**src/rtl/pong_pkg.sv**
```systemverilog
// Shared encodings and screen constants for the pong command scheduler.
package pong_pkg;

  localparam logic [1:0] OP_MOVE     = 2'b00;
  localparam logic [1:0] OP_START    = 2'b01;
  localparam logic [1:0] OP_PAUSE    = 2'b10;
  localparam logic [1:0] OP_CLR_DROP = 2'b11;

  typedef enum logic [1:0] {
    ST_MENU  = 2'b00,
    ST_PLAY  = 2'b01,
    ST_PAUSE = 2'b10,
    ST_OVER  = 2'b11
  } game_state_t;

  localparam int FIFO_DEPTH = 4;
  localparam int Y_MAX      = 479;
  localparam int BAR_H      = 60;
  localparam int Y_INIT     = 210;
  localparam int WIN_SCORE  = 3;

  typedef struct packed {
    logic       sel;
    logic [8:0] y;
  } move_t;

  function automatic logic [8:0] clamp_y(input logic [8:0] y, input logic [8:0] lim);
    return (y > lim) ? lim : y;
  endfunction

endpackage

```
**src/rtl/pong_update_sched_if.sv**
```systemverilog
// Command port from the Nios custom instruction: one-cycle valid strobe, 32-bit word, ready.
interface pong_update_sched_if;

  logic        cmd_valid;
  logic [31:0] cmd_data;
  logic        cmd_ready;

  modport master (output cmd_valid, output cmd_data, input cmd_ready);
  modport slave  (input cmd_valid, input cmd_data, output cmd_ready);

endinterface

```
**src/rtl/pong_cmd_fifo.sv**
```systemverilog
// Synchronous FIFO with flush; push on full and pop on empty are ignored, flush beats both.
module pong_cmd_fifo #(
  parameter int DEPTH = 4,
  parameter int W     = 10
) (
  input  logic         clk,
  input  logic         rst_n,
  input  logic         push,
  input  logic         pop,
  input  logic         flush,
  input  logic [W-1:0] wdata,
  output logic [W-1:0] rdata,
  output logic         full,
  output logic         empty
);

  localparam int AW = $clog2(DEPTH);
  localparam logic [AW:0] FULL_CNT = DEPTH[AW:0];

  logic [W-1:0]  mem [DEPTH];
  logic [AW-1:0] wr_ptr;
  logic [AW-1:0] rd_ptr;
  logic [AW:0]   count;
  logic          do_push;
  logic          do_pop;

  assign full    = (count == FULL_CNT);
  assign empty   = (count == '0);
  assign do_push = push & ~full;
  assign do_pop  = pop & ~empty;
  assign rdata   = mem[rd_ptr];

  // Power-of-two depth lets the pointers wrap by natural overflow.
  always_ff @(posedge clk) begin
    if (!rst_n || flush) begin
      wr_ptr <= '0;
      rd_ptr <= '0;
      count  <= '0;
    end else begin
      if (do_push) wr_ptr <= wr_ptr + 1'b1;
      if (do_pop)  rd_ptr <= rd_ptr + 1'b1;
      case ({do_push, do_pop})
        2'b10:   count <= count + 1'b1;
        2'b01:   count <= count - 1'b1;
        default: count <= count;
      endcase
    end
  end

  always_ff @(posedge clk) begin
    if (do_push) mem[wr_ptr] <= wdata;
  end

endmodule

```
**src/rtl/pong_update_sched.sv**
```systemverilog
// Game FSM plus paddle-move scheduler that applies moves only in vblank (1-cycle pop->bar latency).
// PONG_SCHED_COALESCE_EN swaps the move FIFO for one pending register per bar.
module pong_update_sched #(
  parameter int FIFO_DEPTH = pong_pkg::FIFO_DEPTH,
  parameter int Y_MAX      = pong_pkg::Y_MAX,
  parameter int BAR_H      = pong_pkg::BAR_H,
  parameter int Y_INIT     = pong_pkg::Y_INIT,
  parameter int WIN_SCORE  = pong_pkg::WIN_SCORE
) (
  input  logic                      CLK,
  input  logic                      resentinho,
  pong_update_sched_if.slave        cmd,
  input  logic                      vblank,
  input  logic [3:0]                score,
  output logic                      enable_game,
  output logic [1:0]                game_state,
  output logic [8:0]                bar1_y,
  output logic [8:0]                bar2_y,
  output logic                      refresh_bar1,
  output logic                      refresh_bar2,
  output logic [7:0]                drop_cnt
);

  import pong_pkg::*;

  localparam logic [8:0] Y_LIM   = 9'(Y_MAX + 1 - BAR_H);
  localparam logic [8:0] Y_START = 9'(Y_INIT);
  localparam logic [1:0] WIN     = 2'(WIN_SCORE);

  game_state_t state;
  game_state_t state_nxt;
  logic [1:0]  op;
  move_t       cmd_move;
  logic        accept;
  logic        lost;
  logic        win;
  logic        in_game;
  logic        do_start;
  logic        do_pause;
  logic        do_move;
  logic        do_clr;
  logic        flush;
  logic        drain_en;
  logic        apply_vld;
  move_t       apply;
  logic        unused_cmd_bits;

  assign op              = cmd.cmd_data[11:10];
  assign cmd_move        = move_t'(cmd.cmd_data[9:0]);
  assign unused_cmd_bits = ^cmd.cmd_data[31:12];

  assign accept  = cmd.cmd_valid & cmd.cmd_ready;
  assign lost    = cmd.cmd_valid & ~cmd.cmd_ready;
  assign in_game = (state == ST_PLAY) || (state == ST_PAUSE);
  assign win     = (state == ST_PLAY) && ((score[1:0] == WIN) || (score[3:2] == WIN));

  // A winning score swallows whatever command arrives in the same cycle.
  assign do_start = accept & ~win & (op == OP_START) & ~in_game;
  assign do_pause = accept & ~win & (op == OP_PAUSE) & in_game;
  assign do_move  = accept & ~win & (op == OP_MOVE) & in_game;
  assign do_clr   = accept & ~win & (op == OP_CLR_DROP);
  assign flush    = do_start | win;
  assign drain_en = (state == ST_PLAY) & vblank & ~win;

  always_ff @(posedge CLK) begin
    if (!resentinho) state <= ST_MENU;
    else             state <= state_nxt;
  end

  always_comb begin
    state_nxt = state;
    if (win) begin
      state_nxt = ST_OVER;
    end else if (do_start) begin
      state_nxt = ST_PLAY;
    end else if (do_pause) begin
      state_nxt = (state == ST_PLAY) ? ST_PAUSE : ST_PLAY;
    end
  end

`ifdef PONG_SCHED_COALESCE_EN
  logic       pend1_vld;
  logic       pend2_vld;
  logic [8:0] pend1_y;
  logic [8:0] pend2_y;

  assign cmd.cmd_ready = 1'b1;

  always_comb begin
    apply_vld = 1'b0;
    apply     = '0;
    if (drain_en && pend1_vld) begin
      apply_vld = 1'b1;
      apply.sel = 1'b0;
      apply.y   = pend1_y;
    end else if (drain_en && pend2_vld) begin
      apply_vld = 1'b1;
      apply.sel = 1'b1;
      apply.y   = pend2_y;
    end
  end

  // A move landing in the same cycle its bar drains keeps the slot pending with the newer Y.
  always_ff @(posedge CLK) begin
    if (!resentinho || flush) begin
      pend1_vld <= 1'b0;
      pend2_vld <= 1'b0;
      pend1_y   <= '0;
      pend2_y   <= '0;
    end else begin
      if (apply_vld && !apply.sel) pend1_vld <= 1'b0;
      if (apply_vld &&  apply.sel) pend2_vld <= 1'b0;
      if (do_move && !cmd_move.sel) begin
        pend1_vld <= 1'b1;
        pend1_y   <= cmd_move.y;
      end
      if (do_move && cmd_move.sel) begin
        pend2_vld <= 1'b1;
        pend2_y   <= cmd_move.y;
      end
    end
  end
`else
  logic       fifo_full;
  logic       fifo_empty;
  logic [9:0] fifo_rdata;

  pong_cmd_fifo #(
    .DEPTH (FIFO_DEPTH),
    .W     (10)
  ) u_fifo (
    .clk   (CLK),
    .rst_n (resentinho),
    .push  (do_move),
    .pop   (apply_vld),
    .flush (flush),
    .wdata (cmd_move),
    .rdata (fifo_rdata),
    .full  (fifo_full),
    .empty (fifo_empty)
  );

  assign cmd.cmd_ready = ~fifo_full;
  assign apply_vld     = drain_en & ~fifo_empty;
  assign apply         = move_t'(fifo_rdata);
`endif

  always_ff @(posedge CLK) begin
    if (!resentinho) begin
      bar1_y       <= Y_START;
      bar2_y       <= Y_START;
      refresh_bar1 <= 1'b0;
      refresh_bar2 <= 1'b0;
      drop_cnt     <= '0;
    end else begin
      refresh_bar1 <= 1'b0;
      refresh_bar2 <= 1'b0;
      if (do_start) begin
        bar1_y <= Y_START;
        bar2_y <= Y_START;
      end else if (apply_vld) begin
        if (apply.sel) begin
          bar2_y       <= clamp_y(apply.y, Y_LIM);
          refresh_bar2 <= 1'b1;
        end else begin
          bar1_y       <= clamp_y(apply.y, Y_LIM);
          refresh_bar1 <= 1'b1;
        end
      end
      if (do_clr) begin
        drop_cnt <= '0;
      end else if (lost && drop_cnt != 8'hFF) begin
        drop_cnt <= drop_cnt + 8'd1;
      end
    end
  end

  assign enable_game = (state == ST_PLAY);
  assign game_state  = state;

endmodule

```
**src/flat_wrapper.sv**
```systemverilog
// flat-port wrapper written by rule: the top's interface ports become plain ports
module pong_update_sched_flat import pong_pkg::*;
#(
  parameter int FIFO_DEPTH = pong_pkg::FIFO_DEPTH,
  parameter int Y_MAX      = pong_pkg::Y_MAX,
  parameter int BAR_H      = pong_pkg::BAR_H,
  parameter int Y_INIT     = pong_pkg::Y_INIT,
  parameter int WIN_SCORE  = pong_pkg::WIN_SCORE
)
  (CLK, resentinho, vblank, score, enable_game, game_state, bar1_y, bar2_y, refresh_bar1, refresh_bar2, drop_cnt, cmd_cmd_valid, cmd_cmd_data, cmd_cmd_ready);
  pong_update_sched_if cmd_i ();
  input  logic CLK;
  input  logic resentinho;
  input  logic vblank;
  input  logic [3:0] score;
  output logic enable_game;
  output logic [1:0] game_state;
  output logic [8:0] bar1_y;
  output logic [8:0] bar2_y;
  output logic refresh_bar1;
  output logic refresh_bar2;
  output logic [7:0] drop_cnt;
  input wire logic [$bits(cmd_i.cmd_valid)-1:0] cmd_cmd_valid;
  input wire logic [$bits(cmd_i.cmd_data)-1:0] cmd_cmd_data;
  output wire logic [$bits(cmd_i.cmd_ready)-1:0] cmd_cmd_ready;
  assign cmd_i.cmd_valid = cmd_cmd_valid;
  assign cmd_i.cmd_data = cmd_cmd_data;
  assign cmd_cmd_ready = cmd_i.cmd_ready;
  pong_update_sched #(.FIFO_DEPTH(FIFO_DEPTH), .Y_MAX(Y_MAX), .BAR_H(BAR_H), .Y_INIT(Y_INIT), .WIN_SCORE(WIN_SCORE)) u_core (.CLK(CLK), .resentinho(resentinho), .cmd(cmd_i), .vblank(vblank), .score(score), .enable_game(enable_game), .game_state(game_state), .bar1_y(bar1_y), .bar2_y(bar2_y), .refresh_bar1(refresh_bar1), .refresh_bar2(refresh_bar2), .drop_cnt(drop_cnt));
endmodule
```
**config.mk**
```make
export PLATFORM = sky130hd
export DESIGN_NAME = pong_update_sched_flat
export DESIGN_NICKNAME = d
export VERILOG_FILES = /design/src/rtl/pong_pkg.sv /design/src/rtl/pong_update_sched_if.sv /design/src/rtl/pong_cmd_fifo.sv /design/src/rtl/pong_update_sched.sv /design/src/flat_wrapper.sv
export SDC_FILE = /design/constraint.sdc
export NUM_CORES = 1
export LEC_CHECK = 0
export CAP_MARGIN = 40
export CORE_MARGIN = 2
export CORE_UTILIZATION = 45
export CTS_CLUSTER_SIZE = 14
export DETAILED_ROUTE_END_ITERATION = 8
export PLACE_DENSITY = 0.75
export SKIP_CTS_REPAIR_TIMING = 1
export SYNTH_ARGS = -nofsm -noshare
export SYNTH_HDL_FRONTEND = slang
export SYNTH_SLANG_ARGS = --single-unit
```
**constraint.sdc**
```tcl
create_clock -name CLK -period 2.6 [get_ports CLK]
set_input_delay 0.78 -clock CLK [delete_from_list [all_inputs] [get_ports CLK]]
set_output_delay 0.78 -clock CLK [all_outputs]
set_load 0.01 [all_outputs]
```
==> key figures, run 1 <==
Clock tree
  • Num CTS Buffers: 9
  • Clock-pin transition on the worst setup and hold timing paths: around 0.080 ns
  • CTS tree: built
  • Htree depth: 3
  • Clock Latency Late Sink: roughly 0.35 ns
  • Sink Count: between 70 and 80
  • Longest Clk Path Bufs: 2
  • CTS root buf: clkbuf_8

Power and ir drop
  • Peak VDD IR: between 0.0002 and 0.0003 V
  • Leak pwr: 0.00163 µW
  • Power Density: 521 mW/mm²

Final layout
  • Most frequent cells in the layout: clkdlybuf4s50_1 (47), edfxtp_1 (40), dfxtp_1 (39), nor2_1 (23), buf_4 (23)
  • Commonest non-fill, non-tap cell in the layout: clkdlybuf4s50_1
  • Layout Nets: around 380
  • Share of layout cells above drive strength 1: 0.187
  • Post-layout instance area: roughly 0.0043 mm²
  • Antenna cells: 0
  • Area Overhead vs Synth: 30.7%

Die
  • Starting density of the core: 0.461
  • Die W: 89.7 µm
  • Area of the die: 0.00804 mm²
  • Io pins: 72
  • CORE AREA: 0.00718 mm²
  • FP Rows: 31
  • Die Y: about 90 µm

Placement
  • Gp weighted congestion: ~0.78
  • Number of port buffers: 51
  • Placement Cell Area: between 0.004 and 0.005 mm²
  • DP Wirelength: ~4.6 mm

STA
  • Final hold slack: 0.461 ns
  • Min Tclk post-route: 2.47 ns
  • Clock skew: 0.0107 ns
  • Period utilisation layout: 0.949
  • Slew headroom: 0.780
  • Fmax: between 400 and 500 MHz
  • Hold Fails Final Rpt: 0
  • Unrepaired setup endpoints after global routing: false
  • Least-Margin Pin Slew: 0.327 ns
  • Setup violations, final: 0
  • Max Slew Vio Count: 0

Synthesis
  • Netlist cell types: 50
  • Post-synth net total: between 300 and 400
  • Post-synthesis xor/xnor area fraction: 0.0318
  • Adder-cell share of the synthesized area: 0.0401
  • Share of flip-flops with an asynchronous set or reset: 0
  • Cell Area, Synth: between 0.003 and 0.004 mm²
  • #FFs+latches synth: slightly below 80
  • Compound-Gate Fraction of Synth Area: 0.0962
  • Register area share after synthesis: 0.600
  • Mux cell area share after synthesis: 0.0841
  • EDFF count, synth: 40
  • YS warnings: 0
  • Synthesized area per cell: ~13 µm²
  • Top_reg_cell synth: edfxtp_1
  • Cells after Synth: 251
  • Largest family of logic cells by synthesized area: simple AND/OR/NAND/NOR gates
  • Post-synthesis simple-gate area fraction: 0.123

Critical path
  • Arr. time, crit path: 1.69 ns
  • CP Capture Type: output pin
  • Worst-path maximum fanout: 5
  • Max incr delay on CP: ~0.5 ns
  • CP max-delay cell: clkdlybuf4s50_1
  • Critical path type: register to output pin
  • Startpoint types: register
  • Worst Setup SP: u_core.u_fifo.count[0]
  • RR Startpoint: u_core.game_state[0]
  • CP Data Required Time: ~1.8 ns
  • Worst-path cell chain: or3b_1 -> clkdlybuf4s50_1
  • Flop-to-flop setup slack: 0.25 ns

Global routing
  • Largest net degree at the start of global routing: 18
  • Vias in the first global route: roughly 2.1k
  • First-pass GRT wire length: 10.4 mm
  • Total GRT Usage: 0.171
  • Total congestion overflow: 0
  • Initial antenna violation count: 0

Hold path
  • Worst hold start: u_core.bar1_y[3]
  • HP Class: register to register

Run status
  • Status: finished, final reports clean

Detailed routing
  • # DRC: 0
  • First drt pass iteration count: 4
  • Antenna-violating nets left: 0
  • 1st-iter DRT viols: 83
  • Wire length per cell: 14.5 µm
  • Routed wire length: 6.32 mm
  • Via count: between 2k and 2.5k
  • Vias per Instance: ~5

Job
  • Max-Cap Viols: 0
[layer usage]
metal  track usage  share of wire  vias up
met3        0.0420          0.037        6
li1              -              -     1100
met5             0              0        -
met1         0.233           0.47     1072
met4        0.0597          0.014        0
met2         0.267           0.48       43
[per-stage QoR]
step / setup TNS [ns] / utilization / total power (µW) / cells / setup slack (ns)
5_1_grt: 0 / 0.602 / 2330 / 436 / 0.0387
3_3_place_gp: -0.506 / 0.574 / 1470 / 418 / -0.319
2_1_floorplan: 0 / - / 1400 / 251 / 0.000840
6_report: 0 / 0.602 / 2250 / 436 / 0.134
4_1_cts: -0.0349 / 0.598 / 2270 / 434 / -0.0349
3_5_place_dp: -0.567 / 0.574 / 1480 / 418 / -0.363
[state kept, by name, summed over array words and instances (netlist names), named ones only]
register	flops
u_core.u_fifo.rd_ptr	2
u_core.game_state	2
u_core.u_fifo.mem	40
u_core.refresh_bar2	1
u_core.u_fifo.count	3
u_core.bar1_y	9
u_core.refresh_bar1	1
u_core.bar2_y	9
u_core.u_fifo.wr_ptr	2
u_core.drop_cnt	8
[cell usage after synthesis (all sizes together) (3+ instances only)]
master	count	area, µm²
edfxtp	40	1200
dfxtp	39	781
nor2	24	92.6
nand2	16	60.1
inv	12	45.0
a21oi	9	45.0
ha	9	113
mux4	9	206
xor2	9	78.8
o211ai	8	65.1
and3	7	43.8
mux2i	6	60.1
o21ai	6	30.0
buf	5	31.3
o2111ai	5	43.8
nand3	4	20.0
nand4	4	31.3
xnor2	3	26.3
[worst paths after layout]
path              cells after the start                     end
setup / recovery                      2           cmd_cmd_ready
hold / removal                        2        u_core.bar1_y[3]
setup reg to reg                     12  u_core.u_fifo.count[2]
hold reg to reg                       2        u_core.bar1_y[3]
[worst max-delay path, delay by kind of cell, from the launching register on]
kind / cells / cell delay, ns
buffers and inverters: 1 / 0.51
DFF: 1 / 0.36
and+or+nand+nor: 1 / 0.47
[kinds of logic (layout without fill, tap and decap cells)]
| logic type | count (synthesis) | count (layout) |
|---|---|---|
| and+or+nand+nor | 74 | 74 |
| muxes | 16 | 16 |
| adders and majority gates | 10 | 10 |
| DFF | 79 | 79 |
| AOI/OAI and AO/OA | 41 | 41 |
| xor gates and xnor gates | 12 | 12 |
| buffers and inverters | 19 | 105 |
[power breakdown]
| group | total (µW) | switching [µW] | internal (µW) |
|---|---|---|---|
| logic | 136 | 68.8 | 67.3 |
| registers | 1320 | 4.60 | 1310 |
| clock network | 799 | 449 | 349 |
[area by class of cell]
class | instances | area, µm²
clock buffer | 10 | 128
timing repair buffer | 77 | 753
fill | 556 | 2860
sequential | 79 | 1980
multi-input combinational | 153 | 1240
clock inverter | 6 | 45.0
inverter | 12 | 45.0
tap | 99 | 124
No activity file was read; power rests on OpenSTA's default activity.
==> run 2: changes to the inputs <==
--- a/config.mk
+++ b/config.mk
@@ -8,10 +8,11 @@
 export CAP_MARGIN = 40
 export CORE_MARGIN = 2
 export CORE_UTILIZATION = 45
-export CTS_CLUSTER_SIZE = 14
+export CTS_CLUSTER_SIZE = 28
 export DETAILED_ROUTE_END_ITERATION = 8
 export PLACE_DENSITY = 0.75
 export SKIP_CTS_REPAIR_TIMING = 1
+export SLEW_MARGIN = 5
 export SYNTH_ARGS = -nofsm -noshare
 export SYNTH_HDL_FRONTEND = slang
 export SYNTH_SLANG_ARGS = --single-unit
==> results of run 2 <==
The final DEF is identical to that of run 1; final timing and power are the same.
==> run 3: changes to the inputs <==
--- a/config.mk
+++ b/config.mk
@@ -10,9 +10,9 @@
 export CORE_UTILIZATION = 45
 export CTS_CLUSTER_SIZE = 28
 export DETAILED_ROUTE_END_ITERATION = 8
+export HOLD_SLACK_MARGIN = 0.05
 export PLACE_DENSITY = 0.75
 export SKIP_CTS_REPAIR_TIMING = 1
-export SLEW_MARGIN = 5
 export SYNTH_ARGS = -nofsm -noshare
 export SYNTH_HDL_FRONTEND = slang
 export SYNTH_SLANG_ARGS = --single-unit
==> results of run 3 <==
The final DEF is identical to that of run 1; final timing and power are the same.
